==> config.mk <==
export PLATFORM = sky130hd
export DESIGN_NAME = mem_port_arbiter
export DESIGN_NICKNAME = d
export VERILOG_FILES = /design/src/rtl/mem_port_arbiter_pkg.sv /design/src/rtl/mem_port_arbiter.sv
export SDC_FILE = /design/constraint.sdc
export NUM_CORES = 1
export LEC_CHECK = 0
export CAP_MARGIN = 20
export CORE_MARGIN = 5
export CORE_UTILIZATION = 50
export CTS_CLUSTER_DIAMETER = 80
export DETAILED_ROUTE_END_ITERATION = 10
export DONT_BUFFER_PORTS = 1
export GPL_TIMING_DRIVEN = 1
export SLEW_MARGIN = 5
export SYNTH_ARGS = -nofsm -noshare
export SYNTH_HDL_FRONTEND = slang
export SYNTH_SLANG_ARGS = --single-unit
export TNS_END_PERCENT = 10
==> constraint.sdc <==
create_clock -name clk -period 6.3 [get_ports clk]
set_clock_uncertainty 0.1 [all_clocks]
set_input_delay 1.575 -clock clk [delete_from_list [all_inputs] [get_ports clk]]
set_output_delay 1.575 -clock clk [all_outputs]
set_load 0.03 [all_outputs]
==> src/rtl/mem_port_arbiter_pkg.sv <==
// mem_port_arbiter_pkg: shared encodings and default widths for the memory port arbiter
package mem_port_arbiter_pkg;
    localparam int MEM_AW = 32;
    localparam int MEM_DW = 32;
    typedef enum logic [1:0] {ARB_IDLE, ARB_REQ, ARB_WAIT} arb_state_e;
    typedef enum logic {OWN_IF, OWN_DM} owner_e;
endpackage

==> src/rtl/mem_port_arbiter.sv <==
// mem_port_arbiter: shares one memory port between fetch (IF) and load/store (DM), DM first with IF starvation guard
// Ports:
//   clk, rst                      clock, async active-high reset
//   if_req/if_addr/if_flush       fetch request side; if_gnt/if_rvld/if_rdata responses
//   dm_req/dm_we/dm_be/dm_addr/dm_wdata  load/store request side; dm_gnt/dm_rvld/dm_rdata responses
//   mem_req/mem_we/mem_be/mem_addr/mem_wdata  bus command, held until mem_ready
//   mem_ready/mem_rvld/mem_rdata  bus accept and read return
//   stall_if, stall_dm            per-requester hold for the hazard controller
module mem_port_arbiter
    import mem_port_arbiter_pkg::*;
#(
    parameter int AW         = MEM_AW,
    parameter int DW         = MEM_DW,
    parameter int STARVE_MAX = 4
) (
    input  logic            clk,
    input  logic            rst,
    input  logic            if_req,
    input  logic [AW-1:0]   if_addr,
    input  logic            if_flush,
    output logic            if_gnt,
    output logic            if_rvld,
    output logic [DW-1:0]   if_rdata,
    input  logic            dm_req,
    input  logic            dm_we,
    input  logic [DW/8-1:0] dm_be,
    input  logic [AW-1:0]   dm_addr,
    input  logic [DW-1:0]   dm_wdata,
    output logic            dm_gnt,
    output logic            dm_rvld,
    output logic [DW-1:0]   dm_rdata,
    output logic            mem_req,
    output logic            mem_we,
    output logic [DW/8-1:0] mem_be,
    output logic [AW-1:0]   mem_addr,
    output logic [DW-1:0]   mem_wdata,
    input  logic            mem_ready,
    input  logic            mem_rvld,
    input  logic [DW-1:0]   mem_rdata,
    output logic            stall_if,
    output logic            stall_dm
);
    localparam int CW = $clog2(STARVE_MAX + 1);
    arb_state_e    state_q, state_d;
    owner_e        owner;
    logic          drop;
    logic [CW-1:0] starve_cnt;
    logic          hold, if_ok, pick_dm, st_done, rd_done, if_done, dm_done;
    // The requester that just got rvld still shows its old req this cycle, so no grant is made then
    assign hold     = rst | if_rvld | dm_rvld;
    assign if_ok    = if_req & ~if_flush;
    assign pick_dm  = dm_req & ((starve_cnt < CW'(STARVE_MAX)) | ~if_ok);
    assign mem_req  = state_q == ARB_REQ;
    assign st_done  = mem_req & mem_ready & mem_we;
    assign rd_done  = (state_q == ARB_WAIT) & mem_rvld;
    assign if_done  = rd_done & (owner == OWN_IF) & ~drop & ~if_flush;
    assign dm_done  = st_done | (rd_done & (owner == OWN_DM));
    assign stall_if = ~rst & if_req & ~if_rvld;
    assign stall_dm = ~rst & dm_req & ~dm_rvld;
    always_comb begin
        state_d = state_q;
        if_gnt  = 1'b0;
        dm_gnt  = 1'b0;
        case (state_q)
            ARB_IDLE: begin
                dm_gnt  = ~hold & pick_dm;
                if_gnt  = ~hold & ~pick_dm & if_ok;
                state_d = (dm_gnt | if_gnt) ? ARB_REQ : ARB_IDLE;
            end
            ARB_REQ:  state_d = mem_ready ? (mem_we ? ARB_IDLE : ARB_WAIT) : ARB_REQ;
            ARB_WAIT: state_d = mem_rvld ? ARB_IDLE : ARB_WAIT;
            default:  state_d = ARB_IDLE;
        endcase
    end
    always_ff @(posedge clk or posedge rst) begin
        if (rst) state_q <= ARB_IDLE;
        else     state_q <= state_d;
    end
    always_ff @(posedge clk or posedge rst) begin
        if (rst) begin
            owner      <= OWN_IF;
            drop       <= 1'b0;
            starve_cnt <= '0;
            if_rvld    <= 1'b0;
            dm_rvld    <= 1'b0;
            if_rdata   <= '0;
            dm_rdata   <= '0;
            mem_we     <= 1'b0;
            mem_be     <= '0;
            mem_addr   <= '0;
            mem_wdata  <= '0;
        end else begin
            if_rvld <= if_done;
            dm_rvld <= dm_done;
            // A flushed fetch still finishes on the bus; only its response is swallowed
            drop    <= (state_d != ARB_IDLE) & (drop | ((state_q != ARB_IDLE) & (owner == OWN_IF) & if_flush));
            if (if_gnt | dm_gnt) begin
                owner     <= dm_gnt ? OWN_DM : OWN_IF;
                mem_we    <= dm_gnt & dm_we;
                mem_be    <= (dm_gnt & dm_we) ? dm_be : '1;
                mem_addr  <= dm_gnt ? dm_addr : if_addr;
                mem_wdata <= (dm_gnt & dm_we) ? dm_wdata : '0;
            end
            if (if_done) if_rdata <= mem_rdata;
            if (dm_done) dm_rdata <= st_done ? '0 : mem_rdata;
            starve_cnt <= if_gnt ? '0
                        : (dm_gnt & if_req & (starve_cnt < CW'(STARVE_MAX))) ? starve_cnt + 1'b1
                        : ((state_q == ARB_IDLE) & ~if_req) ? '0
                        : starve_cnt;
        end
    end
endmodule

==> results of run 1 <==
## synthesized netlist by cell type (all sizes together)
master / instances
a41oi: 1
o32ai: 2
dfrtp: 142
a311oi: 1
a211oi: 1
nor4: 2
or2: 2
a21oi: 1
o32a: 1
o211ai: 1
nand2: 8
o22a: 4
or3b: 1
clkbuf: 8
mux2: 32
or4: 2
inv: 104
nor3: 3
and2: 1
a222oi: 32
and4b: 1
clkinv: 1
a31oi: 1
or3: 2
ha: 1
nand4b: 1
nor2b: 3
o211a: 1
a22o: 64
nor2: 1
buf: 20
and3b: 1
a21o: 1
nand2b: 3
o21ai: 1
o22ai: 1
## cells by family after synthesis
family	after synthesis
buffers and inverters	133
DFF	142
and+or+nand+nor	31
adders and majority gates	1
muxes	32
AOI/OAI and AO/OA	113
## stage by stage
step                      setup slack (ns)  hold WS (ns)  util (%)
after global placement                1.86         0.391      51.4
after floorplan                      0.815         0.374         -
after global routing                  1.81         0.438      57.1
final                                 1.87         0.402      57.1
after CTS                             1.83         0.408      57.1
after detailed placement              1.83         0.400      51.4
## path summary, 6_finish.rpt
path	from	to	slack, ns	cells after the start
max	rst	if_gnt	1.87	2
min	starve_cnt[0]	starve_cnt[0]	0.40	1
max reg2reg	if_rvld	mem_addr[25]	3.67	4
min reg2reg	starve_cnt[0]	starve_cnt[0]	0.40	1
max in group asynchronous	rst	dm_rdata[4]	3.93	2
min in group asynchronous	rst	state_q[0]	1.05	1
## metal layers
metal  wire length [microns]  track usage [%]  share of wire [%]
met5                       0                0                  0
met4                     341             9.25                2.4
met3                    1740             8.84                 12
met2                    7090             32.1                 50
met1                    5030             22.5                 35
## power by group
group	total [mW]	internal [mW]	switching, mW
registers	2.52	1.33	1.19
clock network	1.08	0.697	0.382
logic	0.691	0.377	0.315
total	4.29	2.40	1.89
## state kept, by name (all words and copies together), names as in the netlist
name,count
dm_rdata,32
dm_rvld,1
drop,1
if_rdata,32
if_rvld,1
mem_addr,32
mem_be,4
mem_wdata,32
mem_we,1
owner,1
starve_cnt,3
state_q,2
## area by class of cell
cell class                 instances  area (sq um)  share of cell area (%)
sequential                       142          3550                    54.9
clock inverter                    12           184                    2.84
inverter                         105           404                    6.25
timing repair buffer               7          52.6                   0.812
tap                              143           179                    2.77
clock buffer                      20           467                    7.21
multi-input combinational        177          1630                    25.2
==> results.json, run 1 <==
{
  "dp.cells": 574,
  "dpl_cell_area_sq_um": 5820,
  "drcViolationCount": 0,
  "design_area_sq_um": 6470,
  "core-area_sq_um": 11300,
  "power_mw": 4.29,
  "layoutNonFillerInstCount": 606,
  "worstPathRequired_ns": 4.62,
  "crit_path_start_kind": "input port",
  "num-nets-final": 591,
  "crit_chain": "or3b_1 -> nor4_4",
  "synth_fa_ha_area_share_pct": 0.218,
  "dr.first_iter.drc_count": 374,
  "clk_pin_slew_ns": 0.05,
  "layout_commonest_cell": "dfrtp_1",
  "seq_area_frac_synth_pct": 62.0,
  "cts_root_buffer": "clkbuf_16",
  "worst_pin_slew_ns": 1.15,
  "n_fill_cell": 950,
  "areaGrowthSynthToFinish_pct": 12.8,
  "die_x_microns": 117,
  "ir_worst_vdd_mv": 0.380,
  "ys.warnings.count": 0,
  "grt_use_total_pct": 19.8,
  "cp_top_family": "simple AND/OR/NAND/NOR gates",
  "worst-path-max-fanout": 5,
  "synth_top_family_by_area": "compound AO/OA/AOI/OAI gates",
  "status": "finished, final reports clean",
  "antenna_found_initial": 0,
  "overflow": 0,
  "fin_tns_setup_ns": 0,
  "fmax_mhz": 226,
  "grt_pass1_vias": 3795,
  "rsz0062_at_grt": "no",
  "dp.final_hpwl_mm": 10.1,
  "synth-simple-area-share_pct": 3.93,
  "gp_congestion": 0.777,
  "die_y_microns": 117,
  "crit_path_max_incr_delay_ns": 0.72,
  "synth_seq_cells": 142,
  "portBuffers": 0,
  "boundaryPins": 280,
  "hold_buffers": 0,
  "arrival_ns": 2.75,
  "syn_area_sq_um": 5730,
  "grt_pass1_wl_mm": 20.4,
  "cts_tree": "yes",
  "final_cell_mix": "dfrtp_1, inv_1, a22o_1",
  "postCtsSetupRepairBufs": 0,
  "placementRows": 39,
  "yosysUniqueCellTypes": 42,
  "p_leak_nw": 3.39,
  "synth_compound_area_share_pct": 18.0,
  "end_kind": "output port",
  "initial_utilization_pct": 50.6,
  "vias_per_cell": 6.03,
  "hold_viol_final": 0,
  "vias": 3653,
  "synth.area.mux_share_pct": 6.29,
  "grt_max_degree": 93,
  "slew_headroom_pct": 22.9,
  "crit_type": "input port to output port",
  "antenna_cells": 0,
  "cts_resized": 0,
  "clk_path_buf_depth": 2,
  "clock_latency_ns": 0.41,
  "yosys-top-cells-area": "dfrtp_1, a22o_1, inv_1",
  "period_needed_ns": 4.43,
  "ant_nets": 0,
  "p_per_area_nw_per_um2": 663,
  "cp_num_buf_inv": 0,
  "hp-class": "flop to flop",
  "synthesis.instances": 452,
  "setup_viol": 0,
  "drive_above_1_share_pct": 17.7,
  "yosys.area.top_type": "dfrtp_1",
  "synthesis.nets": 593,
  "syn_area_per_cell_sq_um": 12.7,
  "crit_path_top_delay_cell": "nor4_4",
  "post_drt_wl_per_cell_microns": 23.4,
  "drtPass1Iterations": 7,
  "synth_top_area_share_pct": 62.0,
  "slew_viol_final": 0,
  "htree_levels": 4,
  "maxCapViolCount": 0,
  "wirelength_mm": 14.2,
  "timing.final.crit_share_pct": 70.3,
  "synth_xor_area_share_pct": 0,
  "cts_sinks": 142,
  "die_area_sq_um": 13700,
  "numCtsBuffers": 17
}
Power figures use the tool's default switching activity.
==> run 2: changes to the inputs <==
Clock period 6.3 ns to 4.1 ns, I/O delays scaled along.
==> run 2 against run 1 <==
  * Die area stayed put
  * Count of clock-buffer cells in the layout stayed put
  * Critical path depth is 1 higher
  * Combinational power is 56% higher
  * Sequential cell count stayed put
  * Core utilization is 0.42 points higher
  * Cell count is 0.66% higher
==> results.json, run 2 (same netlist as run 1, synthesis figures left out) <==
{
  "status": "finished, final reports clean",
  "grt_pass1_wl_mm": 20.6,
  "cts_sinks": 142,
  "r2r_slack_ns": 1.59,
  "areaGrowthSynthToFinish_pct": 13.7,
  "die_area_sq_um": 13700,
  "vias_per_cell": 5.94,
  "antenna_found_initial": 0,
  "n_fill_cell": 931,
  "grt_max_degree": 55,
  "slew_headroom_pct": 49.8,
  "dpl_cell_area_sq_um": 5860,
  "ant_nets": 0,
  "r2r_start": "if_rvld",
  "hold_path_startpoint": "starve_cnt[0]",
  "clk_pin_slew_ns": 0.06,
  "boundaryPins": 280,
  "layout_commonest_cell": "dfrtp_1",
  "die_y_microns": 117,
  "worstPathRequired_ns": 2.97,
  "crit_type": "flop to output port",
  "r2r_end": "mem_addr[27]",
  "fin_tns_setup_ns": 0,
  "hold_buffers": 0,
  "timing.final.crit_share_pct": 81.5,
  "ir_worst_vdd_mv": 0.537,
  "hp-class": "flop to flop",
  "power_mw": 6.56,
  "worst_pin_slew_ns": 0.752,
  "hold_viol_final": 0,
  "drcViolationCount": 0,
  "dr.first_iter.drc_count": 389,
  "setup_viol": 0,
  "min_to": "starve_cnt[0]",
  "maxCapViolCount": 0,
  "worstHoldPathCells": 1,
  "clock_latency_ns": 0.41,
  "num-nets-final": 595,
  "overflow": 0,
  "gp_congestion": 0.809,
  "portBuffers": 0,
  "die_x_microns": 117,
  "cts_resized": 0,
  "postCtsSetupRepairBufs": 0,
  "vias": 3624,
  "antenna_cells": 0,
  "grt_pass1_vias": 3715,
  "period_needed_ns": 3.34,
  "holdWs_ns": 0.426,
  "worst-path-max-fanout": 33,
  "initial_utilization_pct": 50.6,
  "cts_tree": "yes",
  "layout_setup_ws_ns": 0.759,
  "fmax_mhz": 299,
  "dp_slack_ns": 0.787,
  "core-area_sq_um": 11300,
  "dp.final_hpwl_mm": 10.2,
  "numCtsBuffers": 17,
  "placementRows": 39,
  "slew_viol_final": 0,
  "crit_path_start_kind": "flop",
  "drive_above_1_share_pct": 18.0,
  "p_per_area_nw_per_um2": 1010,
  "ff2ff_path_depth": 4,
  "drtPass1Iterations": 6,
  "final_cell_mix": "dfrtp_1, inv_1, a22o_1",
  "wirelength_mm": 14.3,
  "post_drt_wl_per_cell_microns": 23.5,
  "cts_root_buffer": "clkbuf_16",
  "rsz0062_at_grt": "no",
  "design_area_sq_um": 6520,
  "end_kind": "output port",
  "arrival_ns": 2.22,
  "clk_path_buf_depth": 2,
  "grt_use_total_pct": 19.9,
  "htree_levels": 4,
  "p_leak_nw": 3.41
}
==> run 2: worst max-delay path, stage by stage (launching register included) <==
cell and delay (ns):
dfrtp_1 0.54, or3_4 0.45, or4_4 0.54, clkinv_4 0.25
==> run 2: how the worst max path moves through the flow <==
stage / startpoint / end / slack, ns
detailed placement: rst / dm_gnt / 0.79
finish: dm_rvld / dm_gnt / 0.76
global route: dm_rvld / dm_gnt / 0.68
floorplan: rst / dm_gnt / 0.83
global placement: rst / dm_gnt / 0.80
CTS: dm_rvld / dm_gnt / 0.73
==> run 2: final cells by class <==
class | instances | area [sq um] | area share [%]
inverters | 105 | 403 | 6.18
flip-flops and latches | 142 | 3550 | 54.5
clock buffers | 20 | 447 | 6.85
multi-input cells | 177 | 1630 | 25.0
clock inverters | 12 | 185 | 2.84
repair buffers | 11 | 120 | 1.84
well taps | 143 | 179 | 2.75
==> run 2: report_power, final <==
part	switching, mW	internal [mW]	leakage (nW)
clock network	0.582	1.04	0.305
registers	1.82	2.04	1.80
logic	0.488	0.589	1.31
total	2.89	3.67	3.41
==> run 2: metrics by stage <==
| stage | std cells | utilization [%] |
|---|---|---|
| after detailed placement | 577 | 51.8 |
| after global placement | 577 | 51.8 |
| after CTS | 609 | 57.4 |
| final | 610 | 57.6 |
| after floorplan | 452 | - |
| after global routing | 610 | 57.6 |
==> run 2: per-layer routing <==
layer | GRT usage, % | part of all wire [%] | vias up
met5 | 0 | 0 | -
met4 | 7.57 | 1.5 | 0
met3 | 9.67 | 13 | 18
met2 | 31.7 | 50 | 214
met1 | 23.6 | 36 | 1795
li1 | - | - | 1597
==> run 3: changes to the inputs <==
Settings changed: PLACE_DENSITY set to 0.68.
Clock period 4.1 ns to 2.85 ns, I/O delays scaled along.
==> run 3 against run 2 <==
  * Cell count grew 0.66%
  * Count of clock-buffer cells in the layout down 2
  * Critical path depth unchanged
  * Via count up 1.5%
  * Routed wire length rose by 2.6%
  * Global-route usage rose by 0.85 points
  * Total power is 40% higher
  * Clock power is 23% higher
  * First-iteration DRC count increased by 4.9%
  * Combinational power is 53% higher
  * Register-to-register slack worse by 1.0 ns
  * Hold slack got worse by 0.23 ns
  * Critical path type unchanged
  * Critical endpoint unchanged
  * Largest cell class unchanged
  * Largest power group unchanged
==> results.json, run 3 (same netlist as run 1, synthesis figures left out) <==
{
  "n_fill_cell": 939,
  "num-nets-final": 601,
  "rsz0062_at_grt": "no",
  "die_x_microns": 117,
  "initial_utilization_pct": 50.6,
  "slew_headroom_pct": 55.6,
  "drive_above_1_share_pct": 19.1,
  "cp_top_family": "simple AND/OR/NAND/NOR gates",
  "vias": 3680,
  "crit_path_top_delay_cell": "or4_4",
  "multi_input_area_sq_um": 1630,
  "post_drt_wl_per_cell_microns": 23.9,
  "setup_viol": 0,
  "final_cell_mix": "dfrtp_1, inv_1, a22o_1",
  "register_area_sq_um": 3550,
  "dp.final_hpwl_mm": 10.5,
  "grt_pass1_vias": 3972,
  "worst-path-max-fanout": 13,
  "slew_viol_final": 0,
  "dpl_cell_area_sq_um": 5920,
  "antenna_found_initial": 0,
  "dp_slack_ns": 0.248,
  "ir_worst_vdd_mv": 0.817,
  "hp-class": "input port to async pin",
  "fmax_mhz": 360,
  "worst_pin_slew_ns": 0.664,
  "die_area_sq_um": 13700,
  "crit_path_start_kind": "flop",
  "drtPass1Iterations": 7,
  "core-area_sq_um": 11300,
  "overflow": 0,
  "grt_max_degree": 93,
  "clk_path_buf_depth": 2,
  "layout_commonest_cell": "dfrtp_1",
  "cts_sinks": 142,
  "p_per_area_nw_per_um2": 1420,
  "layout_setup_ws_ns": 0.0712,
  "gp_congestion": 0.805,
  "timing.final.crit_share_pct": 97.5,
  "vias_per_cell": 5.99,
  "drcViolationCount": 0,
  "crit_type": "flop to output port",
  "grt_pass1_wl_mm": 21.6,
  "dr.first_iter.drc_count": 408,
  "design_area_sq_um": 6450,
  "die_y_microns": 117,
  "htree_levels": 4,
  "wirelength_mm": 14.7,
  "placementRows": 39,
  "clk_pin_slew_ns": 0.05,
  "crit_chain": "or2_2 -> or4_4 -> clkinv_8",
  "layoutNonFillerInstCount": 614,
  "status": "finished, final reports clean",
  "boundaryPins": 280,
  "cp_num_buf_inv": 1,
  "areaGrowthSynthToFinish_pct": 12.6,
  "cts_root_buffer": "clkbuf_16",
  "p_leak_nw": 3.39,
  "fin_util_pct": 57.0,
  "period_needed_ns": 2.78,
  "clock_latency_ns": 0.41,
  "hold_viol_final": 0,
  "end_kind": "output port",
  "holdWs_ns": 0.201,
  "grt_use_total_pct": 20.8,
  "numCtsBuffers": 17,
  "worstPathRequired_ns": 2.04,
  "portBuffers": 0,
  "maxCapViolCount": 0,
  "cts_tree": "yes",
  "power_mw": 9.17,
  "fin_tns_setup_ns": 0,
  "antenna_cells": 0,
  "arrival_ns": 1.97,
  "dp.cells": 584,
  "crit_path_max_incr_delay_ns": 0.59,
  "ant_nets": 0
}
run 3: worst paths after layout:
check / startpoint / endpoint / slack, ns / cells after the start
min in group clk: dm_be[2] / mem_be[2] / 0.33 / 1
max in group asynchronous: rst / mem_wdata[24] / 1.92 / 2
worst max register to register: if_rvld / mem_addr[28] / 0.58 / 5
worst min register to register: starve_cnt[0] / starve_cnt[0] / 0.41 / 1
worst min-delay path: rst / starve_cnt[0] / 0.20 / 2
worst max-delay path: if_rvld / dm_gnt / 0.07 / 3
run 3: where the power goes:
group | total (mW) | switching [mW] | leakage [nW] | internal, mW
logic | 1.65 | 0.769 | 1.34 | 0.879
registers | 5.53 | 2.60 | 1.79 | 2.93
clock network | 1.99 | 0.813 | 0.257 | 1.18
run 3: routing by layer:
metal,global-route usage [%],wire [microns],vias to the layer above
li1,-,-,1608
met1,23.6,5190,1838
met2,33.7,7340,215
met3,11.1,1930,19
met4,7.34,228,0
met5,0,0,-
run 3: final cells by class:
class	count	area share, %
clock buffers	18	6.65
clock inverters	12	1.55
repair buffers	17	2.36
inverters	105	6.36
well taps	143	2.77
flip-flops and latches	142	55.1
multi-input cells	177	25.2
run 3: worst register-to-register path: stages (launching register included):
cell,delay [ns]
dfrtp_2,0.49
or3b_1,0.45
nor4_4,0.41
buf_12,0.18
buf_4,0.32
a222oi_1,0.17
run 3: timing repair:
item | 4_1_cts | 5_1_grt
buffers inserted | 0 | 0
endpoints found under the hold margin | 0 | 0
resized for setup | 1 | 2
cloned | 0 | 0
setup endpoints to repair | 1 | 1
hold buffers | 0 | 0
